===== config.mk =====
export PLATFORM = sky130hd
export DESIGN_NAME = instruction_fetch
export DESIGN_NICKNAME = d
export VERILOG_FILES = /design/src/rtl/instruction_fetch.sv
export SDC_FILE = /design/constraint.sdc
export NUM_CORES = 1
export LEC_CHECK = 0
export ABC_AREA = 1
export BUFFER_PORTS_ARGS = -buffer_cell sky130_fd_sc_hd__buf_2
export CAP_MARGIN = 20
export CORE_MARGIN = 2
export CORE_UTILIZATION = 55
export DETAILED_ROUTE_END_ITERATION = 7
export PLACE_DENSITY = 0.72
export SETUP_SLACK_MARGIN = 0.05
export SLEW_MARGIN = 20
export SYNTH_ARGS = -nofsm -noshare
export SYNTH_HDL_FRONTEND = slang
export SYNTH_SLANG_ARGS = --single-unit

===== constraint.sdc =====
create_clock -name CLK -period 2.7 [get_ports CLK]
set_input_delay 0.27 -clock CLK [delete_from_list [all_inputs] [get_ports CLK]]
set_output_delay 0.27 -clock CLK [all_outputs]
set_load 0.02 [all_outputs]

===== src/rtl/instruction_fetch.sv =====
// Fetch/issue stage: loadable instruction memory, program counter and run FSM,
// with a two-entry write scoreboard that inserts bubbles on read-after-write hazards.
module instruction_fetch #(
    parameter int          AW           = 5,
    parameter logic [16:0] NOP          = 17'h00000,
    parameter logic [3:0]  WE_MASK      = 4'b0001,
    parameter int          DRAIN_CYCLES = 2
) (
    input  logic          CLK,
    input  logic          RST_N,
    input  logic          LOAD_EN,
    input  logic [AW-1:0] LOAD_ADDR,
    input  logic [16:0]   LOAD_DATA,
    input  logic          START,
    input  logic [AW:0]   PROG_LEN,
    output logic [16:0]   INST,
    output logic          INST_VALID,
    output logic [AW-1:0] PC,
    output logic          BUSY,
    output logic          DONE,
    output logic [15:0]   STALL_CNT
);

    localparam logic [1:0] S_IDLE  = 2'd0;
    localparam logic [1:0] S_RUN   = 2'd1;
    localparam logic [1:0] S_DRAIN = 2'd2;
    localparam logic [1:0] S_DONE  = 2'd3;

    localparam int          DEPTH     = 1 << AW;
    localparam logic [AW:0] DEPTH_LEN = (AW + 1)'(DEPTH);
    localparam int          DW        = (DRAIN_CYCLES > 1) ? $clog2(DRAIN_CYCLES) : 1;
    localparam logic [DW-1:0] DRAIN_LAST = DW'((DRAIN_CYCLES > 0) ? DRAIN_CYCLES - 1 : 0);

    logic [16:0]   mem [DEPTH];

    logic [1:0]    state_reg, state_next;
    logic [AW-1:0] pc_reg, pc_next;
    logic [AW:0]   len_reg, len_next;
    logic [16:0]   inst_reg, inst_next;
    logic          valid_reg, valid_next;
    logic [15:0]   stall_reg, stall_next;
    logic [DW-1:0] drain_reg, drain_next;
    logic          s0_v_reg, s0_v_next, s1_v_reg, s1_v_next;
    logic [4:0]    s0_wa_reg, s0_wa_next, s1_wa_reg, s1_wa_next;

    logic [16:0]   cand;
    logic          hazard;
    logic          issue;
    logic          load_ok;

    assign load_ok = (state_reg == S_IDLE) || (state_reg == S_DONE);

    // Memory survives reset; writes are locked out while a program is running.
    always_ff @(posedge CLK) begin
        if (LOAD_EN && load_ok) begin
            mem[LOAD_ADDR] <= LOAD_DATA;
        end
    end

    assign cand   = mem[pc_reg];
    assign hazard = (s0_v_reg && ((s0_wa_reg == cand[9:5]) || (s0_wa_reg == cand[4:0]))) ||
                    (s1_v_reg && ((s1_wa_reg == cand[9:5]) || (s1_wa_reg == cand[4:0])));
    assign issue  = (state_reg == S_RUN) && !hazard;

    always_comb begin
        state_next = state_reg;
        pc_next    = pc_reg;
        len_next   = len_reg;
        inst_next  = NOP;
        valid_next = 1'b0;
        stall_next = stall_reg;
        drain_next = drain_reg;
        // Scoreboard shifts every cycle; bubbles push an invalid entry.
        s1_v_next  = s0_v_reg;
        s1_wa_next = s0_wa_reg;
        s0_v_next  = WE_MASK[cand[16:15]] & issue;
        s0_wa_next = cand[14:10];

        case (state_reg)
            S_IDLE, S_DONE: begin
                if (START) begin
                    stall_next = 16'd0;
                    s0_v_next  = 1'b0;
                    s1_v_next  = 1'b0;
                    if (PROG_LEN == '0) begin
                        state_next = S_DONE;
                    end else begin
                        len_next   = (PROG_LEN > DEPTH_LEN) ? DEPTH_LEN : PROG_LEN;
                        pc_next    = '0;
                        state_next = S_RUN;
                    end
                end
            end
            S_RUN: begin
                if (hazard) begin
                    if (stall_reg != 16'hFFFF) begin
                        stall_next = stall_reg + 16'd1;
                    end
                end else begin
                    inst_next  = cand;
                    valid_next = 1'b1;
                    pc_next    = pc_reg + AW'(1);
                    // A full-depth program wraps PC to 0 here; shorter ones stop at len.
                    if ({1'b0, pc_reg} == len_reg - (AW + 1)'(1)) begin
                        state_next = (DRAIN_CYCLES == 0) ? S_DONE : S_DRAIN;
                        drain_next = '0;
                    end
                end
            end
            S_DRAIN: begin
                if (drain_reg == DRAIN_LAST) begin
                    state_next = S_DONE;
                end else begin
                    drain_next = drain_reg + DW'(1);
                end
            end
            default: state_next = S_IDLE;
        endcase
    end

    always_ff @(posedge CLK) begin
        if (!RST_N) begin
            state_reg <= S_IDLE;
            pc_reg    <= '0;
            len_reg   <= '0;
            inst_reg  <= NOP;
            valid_reg <= 1'b0;
            stall_reg <= 16'd0;
            drain_reg <= '0;
            s0_v_reg  <= 1'b0;
            s0_wa_reg <= '0;
            s1_v_reg  <= 1'b0;
            s1_wa_reg <= '0;
        end else begin
            state_reg <= state_next;
            pc_reg    <= pc_next;
            len_reg   <= len_next;
            inst_reg  <= inst_next;
            valid_reg <= valid_next;
            stall_reg <= stall_next;
            drain_reg <= drain_next;
            s0_v_reg  <= s0_v_next;
            s0_wa_reg <= s0_wa_next;
            s1_v_reg  <= s1_v_next;
            s1_wa_reg <= s1_wa_next;
        end
    end

    assign INST       = inst_reg;
    assign INST_VALID = valid_reg;
    assign PC         = pc_reg;
    assign BUSY       = (state_reg == S_RUN) || (state_reg == S_DRAIN);
    assign DONE       = (state_reg == S_DONE);
    assign STALL_CNT  = stall_reg;

endmodule

[After elaboration in Yosys (flattened, before gate mapping)]
Memory sizes are Yosys's and may differ from the RTL's. A register that Yosys moved wholly into a read port is not among the register bits.
Cells that the tools add are included.
Widths: inputs -> output; s select.
Storage, ports and cells
  bits in registers: 60
  latch bits: 0
  RAM bits: 544
  memory bits (read-only): 0
  input port bits: 32
  output and inout bits: 41
  logic and storage cells: 90
  memories kept: 1
Memory list
  mem: words 32, bits a word 17, rd ports 1, clocked after memory_dff 1, wr ports 1, RTL line 34  | logic [16:0] mem [DEPTH];
Cells by class
  add/subtract/negate cells: 4
  $mul: 0
  divide/modulo/power cells: 0
  $lt $le $gt $ge: 2
  equal/unequal tests: 16
  shift-type cells: 0
  mux-type cells: 30
  bitwise logic cells: 4
  reductions and logical operators: 22
Operators with widths (count)
  $mux 16: 3
  $pmux 16 s2: 1
  $mux 5: 5
  $eq 5x5->1: 4
  $add 16x1->16 const B: 1
  $ne 16x16->1 const B: 1
  $reduce_and 4->1: 3
  $mux 1: 11
  $mux 2: 5
  $ne 2x2->1 const B: 5
  $pmux 5 s2: 1
  $eq 5x6->1: 1
  $gt 6x6->1 const B: 1
  $logic_not 6->1: 1
  $mux 6: 1
  $pmux 2 s3: 1
  $reduce_and 3->1: 2
  $sub 6x1->6 const B: 1
  $add 5x1->5 const B: 1
  $logic_or 1x1->1: 5
  $eq 2x2->1 const B: 2
  $logic_and 1x1->1: 4
  $ne 2x1->1 const B: 2
  $reduce_bool 2->1: 2
  other kinds (12): 14

[Longest topological paths before layout]
  depth in word-level cells: 9
  mapped depth: 23
  depth with buffers taken out: 21

[Least setup slack after synthesis]
No wires, ideal clock.
  path kind: reg-to-reg
  from: register stall_reg[0], in the netlist STALL_CNT[0]
  to: register stall_reg[9], in the netlist STALL_CNT[9]
  setup time: 110 ps
  data arrival time: 2358 ps
  slack: 232 ps
  stages on the path, launching flop included: 16
  path buffers: 1
  period minus slack after synthesis: 2468 ps
  cell sequence: dfxtp_1 > ha_1 > nand3_1 > nor2_1 > nand2_1 > nor2_1 > nand3_1 > nor4_2 > nand4_1 > o21ai_0 > clkinv_1 > nand3_4 > buf_6 > nand2_1 > inv_1 > nor2_1
On the way
  word-level cells in the longest chain between the ends: 4
  elaborated cells between the ends (all ways): 7
  classes of those cells: add/sub: 1; eq/ne: 2; mux: 3; reduce/logical: 1
RTL lines
  start, declared: RTL line 41  | logic [15:0] stall_reg, stall_next;
  start signal, assigned: RTL line 140  | stall_reg <= stall_next;
  $add 16x1->16: RTL line 97  | stall_next = stall_reg + 16'd1;
  $mux 16: RTL line 96  | if (stall_reg != 16'hFFFF) begin
  $mux 16: RTL line 95  | if (hazard) begin
  $pmux 16 s2: RTL line 79  | case (state_reg)
Parallel ways exist; a longest one is shown, timed or not. The select of a mux whose other input is x is not followed.
A chain may end at the register's enable or synchronous reset.

==> Implementation_results.wiki <==
{| class="wikitable"
! Metric !! Value
|-
| Worst-Skew Late Latency || 0.64 ns
|-
| Number of global-route vias before repair || 17600
|-
| Number of buffers added on ports || 72
|-
| Endpoint of the most critical register-to-register path || STALL_CNT[2]
|-
| Dominant cells by area after synthesis || edfxtp_1 66%, nand2_1 8.1%, nand3_1 6.4%, dfxtp_1 5.2%, nor2_1 3.6%
|-
| Initial standard-cell utilization of the core || 55.9%
|-
| Number of enable flip-flop cells after synthesis || 544
|-
| Maximum vdd ir drop || 0.676 mV
|-
| Leakage dissipation || 11.4 nW
|-
| Most numerous cell types in the synthesized netlist || 544 x edfxtp_1, 533 x nand2_1, 317 x nand3_1
|-
| Post-synth top area share || 65.8%
|-
| Sort of element at the start of the critical path || flip-flop
|-
| Required time of the worst setup path || 3.27 ns
|-
| Failing checks || negative setup slack
|-
| Post-route fraction of the period consumed by the critical path || 102%
|-
| Clock H-tree levels || 2
|-
| Vias per std cell || 6.06
|-
| Worst clock skew || 0.0281 ns
|-
| Area of the die || 46800 µm²
|-
| Ys flop type || edfxtp_1
|-
| Max-cap viol count || 0
|-
| Wire length of the first global-routing pass || 103000 µm
|-
| Flip-flop count of the largest register, all copies and words added || 544
|-
| Worst slack, placed || -0.203 ns
|-
| Hold Crit Class || in -> reg
|-
| Final-stage net count || 2433
|-
| Worst min-delay path endpoint || len_reg[5]
|-
| Clock sinks || 609
|-
| Data arrival time of the critical path || 3.33 ns
|-
| TritonCTS clock tree || built
|-
| Number of remaining DRC errors || 0
|-
| Antenna-violating nets left || 0
|-
| Power per cell area || 944 nW/µm²
|-
| Grt ovf || 0
|-
| Sort of element at the end of the critical path || flip-flop
|-
| Biggest fanout along the worst timing path || 8
|-
| Die boundary height || 216 µm
|-
| Diode count || 0
|-
| Fraction of synthesis flops using an asynchronous set or reset pin || 0%
|-
| Vias || 18400
|-
| Fin crit period || 2.75 ns
|-
| Core Footprint || 44400 µm²
|-
| Post-Route Setup TNS || -0.728 ns
|-
| Per-cell routed wire length || 23.4 µm
|-
| GRT Resource Usage Total || 29.4%
|-
| Setup repair after global routing missed its margin || yes
|-
| Die X-Extent || 216 µm
|-
| Number of synthesized register bits || 609
|-
| Half-perimeter wire length of the detailed placement result || 38700 µm
|-
| Syn avg cell area || 11.4 µm²
|-
| Inserted Clock Buffers || 59
|-
| Antenna violations before repair || 0
|-
| Maximum clock insertion buffer count || 3
|-
| Outcome || complete, but fails checks
|-
| CTS clock-pin slew for the worst setup and hold paths || 0.06 ns
|-
| Final Slew Violations || 0
|-
| Final routed wirelength across all metal layers || 71000 µm
|-
| PnR Total Power || 29.3 mW
|-
| Maximum number of pins on one net before global-route repair || 53
|-
| Share of the yosys chip area belonging to registers || 71.1%
|-
| PnR worst setup slack || -0.0524 ns
|-
| Transition at the pin with the smallest max-transition slack || 0.904 ns
|-
| Fin util || 69.9%
|-
| Area after DPL || 27100 µm²
|-
| Cell count of the worst reg-to-reg path || 20
|-
| R2r setup slk || -0.05 ns
|-
| Placer Congestion || 0.889
|-
| Hold_ws || 0.0397 ns
|-
| Detailed router's first-iteration violation count || 2383
|-
| Highest attainable clock frequency || 363 MHz
|-
| 1st-pass router iterations || 5
|-
| Worst rel slew slack || 39.7%
|-
| Cell depth of the worst hold path || 3
|-
| Largest area contributor in the netlist || edfxtp_1
|-
| Area of all placed cells without fillers || 31000 µm²
|-
| Number of cell rows || 77
|-
| Largest reg by FF count || mem
|-
| Number of nets produced by synthesis || 2216
|-
| Mapped cell area || 24800 µm²
|-
| Layout fillers || 2920
|-
| Clock root buffer || clkbuf_16
|-
| Yosys synthesis warning count || 0
|-
| Number of failing setup endpoints in the final timing report || 31
|-
| Post-synthesis cell type count || 37
|-
| Final cell count without fillers || 3031
|-
| Mapped Cells || 2177
|-
| Startpoint of the lowest-slack hold path || PROG_LEN[5]
|-
| Share of cells above drive strength 1 || 23.8%
|-
| Crit Path Class || reg -> reg
|-
| Signed area change from the synthesized netlist to the final layout || 25.0%
|-
| I/O Pins || 73
|-
| Count leader, synth || edfxtp_1
|-
| Instance count after placement with tap cells included || 2861
|-
| Final count of hold timing violations || 0
|}
-- worst max path at each step --
stage,to,cells after the start,slack [ns],start
5_1_grt,STALL_CNT[14],24,-0.20,flip-flop
6_report,STALL_CNT[2],20,-0.05,flip-flop
3_5_place_dp,flip-flop,22,-0.20,flip-flop
2_1_floorplan,STALL_CNT[9],15,0.23,STALL_CNT[0]
3_3_place_gp,flip-flop,20,-0.19,flip-flop
4_1_cts,STALL_CNT[11],23,0.05,flip-flop
-- final cells by class --
cell class | instances | area (µm²) | area share (%)
timing repair buffer | 278 | 3160 | 10.2
tap | 592 | 741 | 2.39
timing repair inverter | 4 | 50.0 | 0.161
clock buffer | 69 | 1510 | 4.88
clock inverter | 37 | 437 | 1.41
multi-input combinational | 1367 | 7180 | 23.1
inverter | 75 | 304 | 0.980
sequential | 609 | 17600 | 56.9
-- cells in the final DEF, fill, tap and decap left out, types with 4 or more instances in the layout --
cell / synthesis / layout
clkbuf_16: 0 / 68
clkbuf_1: 58 / 10
clkinv_1: 1 / 13
dlygate4sd3_1: 0 / 8
nor2_1: 238 / 200
o21ai_1: 1 / 4
nand3_2: 2 / 49
inv_2: 2 / 7
nand2_4: 0 / 12
o21ai_0: 129 / 126
buf_2: 34 / 72
a32o_1: 6 / 6
nand3b_1: 4 / 4
buf_4: 21 / 97
clkinv_2: 0 / 10
nand3_4: 1 / 20
xor2_1: 5 / 5
edfxtp_1: 544 / 544
inv_1: 72 / 65
buf_16: 0 / 11
a21oi_1: 14 / 13
nand2_2: 2 / 85
o22ai_1: 13 / 13
bufinv_16: 0 / 9
buf_12: 0 / 55
dfxtp_1: 65 / 62
o221ai_1: 44 / 44
nand4_1: 21 / 21
a31oi_1: 7 / 7
nand2_1: 533 / 438
xnor2_1: 6 / 6
buf_6: 3 / 22
nor2_2: 0 / 37
ha_1: 7 / 7
nand3_1: 317 / 252
-- worst max-delay path, stage by stage (launching register included) --
cell and delay [ns]:
dfxtp_4 0.39, buf_12 0.14, inv_16 0.05, buf_12 0.14
buf_6 0.13, buf_4 0.13, nand2_1 0.05, nand3_1 0.10
nand3_1 0.15, a21oi_2 0.09, o21ai_4 0.19, xor2_1 0.16
nand3_1 0.09, nand2_1 0.09, nand2_2 0.07, buf_6 0.12
nand3_4 0.15, nand3_4 0.18, nand2_2 0.13, inv_2 0.04
nor2_2 0.09
-- timing repair --
| action | CTS | global route |
|---|---|---|
| hold endpoints to repair | 7 | 0 |
| gates cloned | 16 | 11 |
| gates resized for setup | 100 | 179 |
| endpoints found under the setup margin | 48 | 55 |
| buffers inserted | 19 | 11 |
| hold buffers | 8 | 0 |
| pin swaps | 20 | 80 |
-- report_power, final --
| group | switching, mW | internal, mW |
|---|---|---|
| clock | 3.55 | 4.86 |
| combinational | 6.09 | 3.85 |
| sequential | 0.284 | 10.6 |
| total | 9.93 | 19.4 |
-- per-layer routing --
metal	track usage, %	part of all wire, %
met5	0	0
met4	13.5	4.6
met3	4.73	11
met2	47.7	48
met1	39.3	37
-- kinds of logic (layout without fill, tap and decap cells) --
family,after synthesis,after routing,share of synthesized area [%]
fa+ha+maj,7,7,0.353
buf+inv,202,463,3.63
flops,609,609,71.1
compound gates,221,221,5.42
simple gates,1127,1128,19.1
xor+xnor,11,11,0.388
No activity file was read; power rests on OpenSTA's default activity.
